$ cat src/rtl/fifo_ctrl_pkg.sv
// Shared definitions for the FIFO flow-control controller: one-hot state
// encodings and default bank dimensions.
package fifo_ctrl_pkg;

    localparam int STATE_W    = 5;
    localparam int DEF_NUM_CH = 8;
    localparam int DEF_CNT_W  = 4;

    typedef enum logic [STATE_W-1:0] {
        ST_RESET  = 5'b00001,
        ST_INIT   = 5'b00010,
        ST_IDLE   = 5'b00100,
        ST_ACTIVE = 5'b01000,
        ST_ERROR  = 5'b10000
    } state_e;

endpackage

$ cat src/rtl/fifo_ch_thr_cmp.sv
// Per-channel occupancy comparator: unsigned compare of one count against
// the registered high/low thresholds, plus a non-empty indication.
module fifo_ch_thr_cmp #(
    parameter int CNT_W = 4
) (
    input  logic [CNT_W-1:0] count,
    input  logic [CNT_W-1:0] sup_thr,
    input  logic [CNT_W-1:0] inf_thr,
    output logic             ge_high,
    output logic             le_low,
    output logic             nonzero
);

    assign ge_high = (count >= sup_thr);
    assign le_low  = (count <= inf_thr);
    assign nonzero = (count != {CNT_W{1'b0}});

endmodule

$ cat src/rtl/fifo_flow_ctrl_fsm.sv
// Control FSM for a bank of FIFOs: threshold capture, activity tracking,
// per-channel almost-full/empty flags, hysteretic pause and sticky errors.
module fifo_flow_ctrl_fsm
    import fifo_ctrl_pkg::*;
#(
    parameter int NUM_CH = DEF_NUM_CH,
    parameter int CNT_W  = DEF_CNT_W
) (
    input  logic                    clk,
    input  logic                    reset,
    input  logic                    init,
    input  logic [CNT_W-1:0]        high_thr,
    input  logic [CNT_W-1:0]        low_thr,
    input  logic [NUM_CH*CNT_W-1:0] fifo_count,
    input  logic [NUM_CH-1:0]       fifo_ovf,
    input  logic [NUM_CH-1:0]       fifo_udf,
    output logic [CNT_W-1:0]        sup_thr,
    output logic [CNT_W-1:0]        inf_thr,
    output logic [STATE_W-1:0]      state,
    output logic [NUM_CH-1:0]       almost_full,
    output logic [NUM_CH-1:0]       almost_empty,
    output logic                    pause,
    output logic [NUM_CH-1:0]       err_vec
);

    state_e             state_q, state_d;
    logic [CNT_W-1:0]   sup_thr_q, sup_thr_d;
    logic [CNT_W-1:0]   inf_thr_q, inf_thr_d;
    logic [NUM_CH-1:0]  almost_full_q, almost_full_d;
    logic [NUM_CH-1:0]  almost_empty_q, almost_empty_d;
    logic               pause_q, pause_d;
    logic [NUM_CH-1:0]  err_vec_q, err_vec_d;

    logic [NUM_CH-1:0]  ge_high_s;
    logic [NUM_CH-1:0]  le_low_s;
    logic [NUM_CH-1:0]  nonzero_s;
    logic [NUM_CH-1:0]  err_in_s;
    logic               run_next_s;

    assign err_in_s = fifo_ovf | fifo_udf;

    for (genvar g = 0; g < NUM_CH; g++) begin : g_cmp
        fifo_ch_thr_cmp #(.CNT_W(CNT_W)) u_cmp (
            .count   (fifo_count[g*CNT_W +: CNT_W]),
            .sup_thr (sup_thr_q),
            .inf_thr (inf_thr_q),
            .ge_high (ge_high_s[g]),
            .le_low  (le_low_s[g]),
            .nonzero (nonzero_s[g])
        );
    end

    // Next-state, threshold and error-record logic
    always_comb begin
        state_d   = state_q;
        sup_thr_d = sup_thr_q;
        inf_thr_d = inf_thr_q;
        err_vec_d = err_vec_q;
        if (init) begin
            state_d   = ST_INIT;
            sup_thr_d = high_thr;
            inf_thr_d = low_thr;
            err_vec_d = {NUM_CH{1'b0}};
        end else begin
            case (state_q)
                ST_RESET: state_d = ST_INIT;
                ST_INIT: begin
                    if (inf_thr_q > sup_thr_q) begin
                        state_d = ST_ERROR;
                    end else begin
                        state_d = ST_IDLE;
                    end
                end
                ST_IDLE, ST_ACTIVE: begin
                    if (|err_in_s) begin
                        state_d   = ST_ERROR;
                        err_vec_d = err_vec_q | err_in_s;
                    end else if (|nonzero_s) begin
                        state_d = ST_ACTIVE;
                    end else begin
                        state_d = ST_IDLE;
                    end
                end
                ST_ERROR: begin
                    state_d   = ST_ERROR;
                    err_vec_d = err_vec_q | err_in_s;
                end
                default: state_d = ST_RESET;
            endcase
        end
    end

    // Flags and pause follow the state being entered, so leaving IDLE/ACTIVE
    // clears them on the same edge; set wins over clear inside the band.
    assign run_next_s = (state_d == ST_IDLE) || (state_d == ST_ACTIVE);

    // Flag and pause hysteresis logic
    always_comb begin
        almost_full_d  = {NUM_CH{1'b0}};
        almost_empty_d = {NUM_CH{1'b0}};
        pause_d        = 1'b0;
        if (run_next_s) begin
            almost_full_d  = ge_high_s;
            almost_empty_d = le_low_s;
            if (|ge_high_s) begin
                pause_d = 1'b1;
            end else if (&le_low_s) begin
                pause_d = 1'b0;
            end else begin
                pause_d = pause_q;
            end
        end else begin
            pause_d = 1'b0;
        end
    end

    // State and output registers with synchronous reset
    always_ff @(posedge clk) begin
        if (reset) begin
            state_q        <= ST_RESET;
            sup_thr_q      <= {CNT_W{1'b0}};
            inf_thr_q      <= {CNT_W{1'b0}};
            almost_full_q  <= {NUM_CH{1'b0}};
            almost_empty_q <= {NUM_CH{1'b0}};
            pause_q        <= 1'b0;
            err_vec_q      <= {NUM_CH{1'b0}};
        end else begin
            state_q        <= state_d;
            sup_thr_q      <= sup_thr_d;
            inf_thr_q      <= inf_thr_d;
            almost_full_q  <= almost_full_d;
            almost_empty_q <= almost_empty_d;
            pause_q        <= pause_d;
            err_vec_q      <= err_vec_d;
        end
    end

    assign state        = state_q;
    assign sup_thr      = sup_thr_q;
    assign inf_thr      = inf_thr_q;
    assign almost_full  = almost_full_q;
    assign almost_empty = almost_empty_q;
    assign pause        = pause_q;
    assign err_vec      = err_vec_q;

endmodule

$ cat config.mk
export PLATFORM = sky130hd
export DESIGN_NAME = fifo_flow_ctrl_fsm
export DESIGN_NICKNAME = d
export VERILOG_FILES = /design/src/rtl/fifo_ctrl_pkg.sv /design/src/rtl/fifo_ch_thr_cmp.sv /design/src/rtl/fifo_flow_ctrl_fsm.sv
export SDC_FILE = /design/constraint.sdc
export NUM_CORES = 1
export LEC_CHECK = 0
export BUFFER_PORTS_ARGS = -buffer_cell sky130_fd_sc_hd__buf_2
export CORE_MARGIN = 4
export CORE_UTILIZATION = 51
export CTS_CLUSTER_SIZE = 30
export DETAILED_ROUTE_END_ITERATION = 12
export GPL_TIMING_DRIVEN = 0
export PLACE_DENSITY = 0.93
export SLEW_MARGIN = 20
export SYNTH_ARGS = -nofsm -noshare
export SYNTH_HDL_FRONTEND = slang
export SYNTH_SLANG_ARGS = --single-unit
$ cat constraint.sdc
create_clock -name clk -period 2.6 [get_ports clk]
set_input_delay 0.52 -clock clk [delete_from_list [all_inputs] [get_ports clk]]
set_output_delay 0.52 -clock clk [all_outputs]
set_load 0.03 [all_outputs]
==> impl_metrics.csv, run 1 <==
group,metric,value,unit
outcome,outcome,"finished, final reports clean",
yosys,yosysUniqueCellTypes,39,
power,power_per_cell_area,417,nW/um^2
floorplanning,rows,26,
timing,hold_violations,0,
setup_path,critPathKind,"reg -> reg",
routing,num_vias,2850,
yosys,synth-seq-cells,38,
timing,drv_slew,0,
global_routing,grt_pass1_wl,11.9,mm
routing,drt_iter0_markers,143,
power,vdd_drop_max,234,uV
final_layout,finalInstanceArea,3510,sq um
global_routing,grt_max_degree,12,
yosys,synth-edff-count,0,
timing,rsz0062_at_grt,"false",
clock_network,ctsHoldBuffers,0,
routing,avgViaCountPerCell,5.73,
final_layout,nNetsFinal,553,
setup_path,worst_ep_required_time,2.77,ns
routing,routed_wirelength,7.65,mm
final_layout,layout-drive-gt1-share,28.3,%
timing,max_freq,0.404,GHz
power,power_leakage,1.71,nW
clock_network,cts_root_buf,"clkbuf_8",
final_layout,fillers,401,
place,gp_congestion,0.870,
yosys,synth_top_cell_by_area,"ha_1",
floorplanning,start_util,53.9,%
final_layout,syn_to_final_growth,24.3,%
global_routing,antenna_found_initial,0,
final_layout,diodes,0,
routing,drc_errors,0,
timing,fin_crit,2.47,ns
global_routing,grt_pass1_vias,2771,
place,place_inst,487,
final_layout,finalNonFillerCells,497,
timing,tns,0,ns
floorplanning,coreArea,5240,sq um
global_routing,grt-ovfl-total,0,
setup_path,critical_path.startpoint_type,"register",
place,hpwl,6.12,mm
yosys,synthTopCellsByArea,"ha_1 (30%), dfxtp_1 (27%), a21oi_1 (5.7%)",
place,place_area,3390,sq um
routing,post_drt_wl_per_cell,15.4,um
floorplanning,dieArea,6790,sq um
timing,relSlewSlack,55.1,%
yosys,async_flop_share,0,%
timing,worst_pin_slew,0.672,ns
clock_network,clkSinkCount,38,
yosys,synth_cells,321,
yosys,avgSynthCellArea,8.79,sq um
timing,setup_viol,0,
clock_network,tritoncts,"done",
power,p_total,1.46,mW
timing,finalClockSkew,0.0120,ns
yosys,synth_area,2820,sq um
global_routing,grt_util_all_layers,22.4,%
routing,ant_nets,0,
clock_network,h-tree-depth,2,
clock_network,cts.clk_slew.worst_paths,0.08,ns
yosys,synth_top_area_share,30.1,%
clock_network,clockBufferDepth,2,
yosys,synth_warnings,0,
hold_path,holdCritPathClass,"reg -> reg",
timing,whs,0.444,ns
yosys,synth_flop_cell,"dfxtp_1",
yosys,synth.yosys.seq_area_share,27.0,%
setup_path,endpoint_kind,"register",
flow_run,maxCapViolations,0,
floorplanning,io_pins,97,
floorplanning,die_y,82.4,um
timing,final.period_utilization,95.1,%
yosys,syn_nets,448,
setup_path,arrival,2.64,ns
clock_network,clk_latency,0.29,ns
setup_path,crit_fanout,4,
floorplanning,die_x,82.4,um
routing,drtPass1Iterations,5,
clock_network,cts_inserted_buffers,5,
place,portBuffers,96,
## kinds of logic after synthesis
logic type                 after synthesis  synth area share (%)
muxes                                    8                  2.84
adders and majority gates               68                  30.1
DFF                                     38                  27.0
xor gates and xnor gates                 1                 0.310
buffers and inverters                   31                  4.26
and+or+nand+nor                         98                  18.7
AOI/OAI and AO/OA                       77                  16.8
## state kept, by name, indices dropped and copies added, names as in the netlist
| signal | cells |
|---|---|
| almost_empty | 8 |
| almost_full | 8 |
| err_vec | 8 |
| state | 5 |
| inf_thr | 4 |
| sup_thr | 4 |
| pause | 1 |
## synthesized netlist by cell type, types with 3 or more instances
master / number
a21o_1: 3
nor2b_1: 15
nor2_1: 27
nor4_1: 14
ha_1: 68
dfxtp_1: 38
nand2_1: 11
clkbuf_1: 3
inv_1: 27
nand2b_1: 9
o21ai_0: 26
nand4_1: 7
mux2i_1: 8
a21oi_1: 32
## what timing repair did
item,in CTS,in global routing
buffers inserted,0,2
gates resized for setup,2,5
pin swaps,0,1
setup endpoints to repair,1,1
## critical path, cell delays in order (launching register included)
cell,delay [ns]
dfxtp_4,0.38
clkinvlp_4,0.13
ha_1,0.32
and3_1,0.18
a221oi_2,0.27
a21oi_1,0.11
or4_1,0.53
o41ai_2,0.30
a31oi_1,0.12
## cells in the final DEF, fill, tap and decap left out, types with 2 or more instances in the layout
cell / count
nor3_1: 2
nor4_1: 14
clkbuf_8: 6
buf_2: 96
and4_1: 2
nand2_1: 11
mux2i_1: 8
dfxtp_2: 2
a31oi_1: 2
clkbuf_1: 4
or3_1: 2
buf_4: 3
o21ai_0: 26
nand2b_1: 9
a21o_1: 3
nand3_1: 2
inv_1: 24
a21oi_1: 32
or2_2: 2
dfxtp_1: 35
a221oi_2: 2
ha_1: 68
nor2b_1: 15
nand4_1: 7
a211oi_1: 2
nor2_1: 27
## layer usage
metal / wire, um / GRT usage, % / vias to the layer above / part of all wire, %
met2: 3690 / 37.2 / 131 / 48
met3: 549 / 4.88 / 39 / 7.2
met4: 369 / 14.0 / 0 / 4.8
met5: 0 / 0 / - / 0
li1: - / - / 1396 / -
met1: 3040 / 26.2 / 1284 / 40
## per-stage QoR
stage               utilization (%)  setup slack [ns]
floorplan                         -           0.00680
global placement               64.8            0.0247
detailed placement             64.8          -0.00718
CTS                            66.5            0.0166
global route                   67.0            0.0171
finish                         67.0             0.128
## report_power, final
part | leakage [nW] | internal (mW) | switching, mW
combinational | 1.35 | 0.183 | 0.249
sequential | 0.310 | 0.597 | 0.0193
clock | 0.0482 | 0.214 | 0.202
total | 1.71 | 0.994 | 0.470
## final timing paths
path | start | to | slack (ns) | cells past startpoint
hold reg to reg | err_vec[4] | err_vec[4] | 0.44 | 2
setup / recovery | inf_thr[3] | pause | 0.13 | 8
hold / removal | err_vec[4] | err_vec[4] | 0.44 | 2
setup reg to reg | inf_thr[3] | pause | 0.13 | 8
## cell type report
type / count / area, sq um / share of cell area [%]
multi-input cells: 252 / 1940 / 55.3
flip-flops and latches: 38 / 767 / 21.9
repair buffers: 98 / 495 / 14.1
inverters: 27 / 108 / 3.07
well taps: 70 / 87.6 / 2.50
clock buffers: 7 / 86.3 / 2.46
plain buffers: 4 / 18.8 / 0.535
clock inverters: 1 / 5.00 / 0.143
Note: power is estimated with default switching activity, not from simulation.
==> inputs of run 2 (changes only) <==
--- a/config.mk
+++ b/config.mk
@@ -10,7 +10,6 @@
 export CORE_UTILIZATION = 51
 export CTS_CLUSTER_SIZE = 30
 export DETAILED_ROUTE_END_ITERATION = 12
-export GPL_TIMING_DRIVEN = 0
 export PLACE_DENSITY = 0.93
 export SLEW_MARGIN = 20
 export SYNTH_ARGS = -nofsm -noshare
==> impl_metrics.csv, run 2 (synthesized netlist as in run 1, its figures left out) <==
group,metric,value,unit
setup_path,r2r_setup_slack,0.14,ns
timing,worst_pin_slew,0.692,ns
setup_path,endpoint_kind,"register",
flow_run,maxCapViolations,0,
final_layout,syn_to_final_growth,26.8,%
routing,drtPass1Iterations,5,
clock_network,clockBufferDepth,2,
final_layout,layout_common_cells,"buf_2 (96), ha_1 (67), dfxtp_1 (35)",
floorplanning,dieArea,6790,sq um
outcome,outcome,"finished, final reports clean",
power,power_per_cell_area,437,nW/um^2
clock_network,cts_inserted_buffers,5,
setup_path,path_depth,8,
clock_network,cts.clk_slew.worst_paths,0.07,ns
power,swShare,31.0,%
setup_path,critPathMaxStageDelay,0.55,ns
floorplanning,io_pins,97,
setup_path,critPathKind,"reg -> reg",
setup_path,critical_path.startpoint_type,"register",
final_layout,nNetsFinal,557,
setup_path,path_cells,"inv_1 > ha_1 > and3_4 > a221oi_2 > a21oi_1 > or4_1 > o41ai_2 > a31oi_1",
place,gp_congestion,0.883,
power,pwr-share-clk,31.3,%
timing,hold_violations,0,
routing,ant_nets,0,
final_layout,diodes,0,
hold_path,holdCritPathClass,"reg -> reg",
setup_path,rr_worst_depth,8,
global_routing,grt_pass1_wl,12.3,mm
routing,num_vias,2894,
routing,drt_iter0_markers,167,
timing,rsz0062_at_grt,"false",
clock_network,tritoncts,"done",
routing,avgViaCountPerCell,5.78,
clock_network,h-tree-depth,2,
setup_path,cp-endpoint,"pause",
floorplanning,rows,26,
routing,drc_errors,0,
floorplanning,die_x,82.4,um
setup_path,crit_family,"compound AO/OA/AOI/OAI gates",
clock_network,cts_root_buf,"clkbuf_8",
setup_path,crit_path_start,"inf_thr[2]",
global_routing,grt_pass1_vias,2787,
timing,max_freq,0.407,GHz
power,vdd_drop_max,330,uV
timing,final.period_utilization,94.6,%
global_routing,antenna_found_initial,0,
place,portBuffers,96,
timing,finalClockSkew,0.00649,ns
timing,setup_viol,0,
final_layout,layout-drive-gt1-share,29.2,%
place,hpwl,6.49,mm
power,power_frac_seq,39.2,%
setup_path,cp_num_buf_inv,1,
hold_path,worst_hold_path.num_cells,2,
power,intPower,1.08,mW
setup_path,timing.rr.start,"inf_thr[2]",
power,p_total,1.56,mW
power,comb_power_share,29.5,%
floorplanning,coreArea,5240,sq um
timing,relSlewSlack,53.8,%
global_routing,grt-ovfl-total,0,
routing,routed_wirelength,8.20,mm
global_routing,grt_util_all_layers,23.7,%
timing,drv_slew,0,
floorplanning,start_util,53.9,%
power,power_leakage,1.75,nW
global_routing,grt_max_degree,18,
clock_network,ctsHoldBuffers,0,
timing,whs,0.446,ns
clock_network,clk_latency,0.29,ns
setup_path,critPathSlowestCell,"or4_1",
final_layout,layout.cells.most_common,"buf_2",
floorplanning,die_y,82.4,um
final_layout,fillers,403,
clock_network,clkSinkCount,38,
power,p_switching,0.485,mW
timing,fin_crit,2.46,ns
setup_path,arrival,2.61,ns
routing,post_drt_wl_per_cell,16.4,um
setup_path,r2r_end,"pause",
setup_path,worst_ep_required_time,2.75,ns
setup_path,crit_fanout,4,
[run 2: changes by cell type in the layout (fill, tap and decap cells not counted), sizes merged]
cell	before	now
inv	26	27
clkinvlp	1	0
buf	99	106
clkbuf	10	7
bufinv	0	1
clkinv	1	0
[run 2: timing repair]
item	4_1_cts	5_1_grt
setup buffers	0	0
hold endpoints to repair	0	0
endpoints found under the setup margin	1	1
gates resized for setup	1	4
pin swaps	0	1
[run 2: routing by layer]
layer,vias up,track usage [%],routed length [um]
met5,-,0,0
met4,0,13.3,387
met3,36,5.10,552
met2,115,40.3,4020
met1,1343,27.4,3240
li1,1400,-,-
[run 2: layout make-up]
type / instances / area [sq um] / share of cell area [%]
multi-input cells: 252 / 1960 / 54.9
well taps: 70 / 87.6 / 2.45
inverters: 27 / 101 / 2.83
clock buffers: 7 / 76.3 / 2.13
flip-flops and latches: 38 / 764 / 21.4
clock inverters: 1 / 30.0 / 0.839
repair buffers: 106 / 556 / 15.5
[run 2: worst min path at each step]
| stage | startpoint | end | slack, ns |
|---|---|---|---|
| 5_1_grt | err_vec[6] | err_vec[6] | 0.46 |
| 6_report | err_vec[6] | err_vec[6] | 0.45 |
| 4_1_cts | err_vec[6] | err_vec[6] | 0.45 |
| 2_1_floorplan | err_vec[0] | err_vec[0] | 0.57 |
| 3_5_place_dp | err_vec[6] | err_vec[6] | 0.44 |
| 3_3_place_gp | err_vec[3] | err_vec[3] | 0.43 |
[run 2: power by group through the flow]
stage	Combinational, mW	Sequential [mW]	Clock, mW
final	0.462	0.613	0.489
after floorplan	0.240	0.656	0
after global placement	0.408	0.625	0
after global routing	0.513	0.616	0.518
after detailed placement	0.438	0.626	0
after CTS	0.449	0.612	0.496
[run 2: worst register-to-register path, delay by kind of cell (launching register included)]
kind | cells | cell delay, ns
AOI/OAI and AO/OA | 4 | 0.77
adders and majority gates | 1 | 0.32
buffers and inverters | 1 | 0.13
DFF | 1 | 0.36
and+or+nand+nor | 2 | 0.74
[run 2: stage by stage]
step | utilization, % | cell area (sq um) | std cells | TNS [ns] | setup slack, ns
floorplan | - | 2820 | 321 | 0 | 0.00680
global placement | 65.8 | 3450 | 493 | 0 | 0.0316
detailed placement | 65.8 | 3450 | 493 | -0.0469 | -0.0469
CTS | 67.9 | 3550 | 501 | 0 | 0.0273
global route | 68.3 | 3580 | 501 | 0 | 0.0301
finish | 68.3 | 3580 | 501 | 0 | 0.142
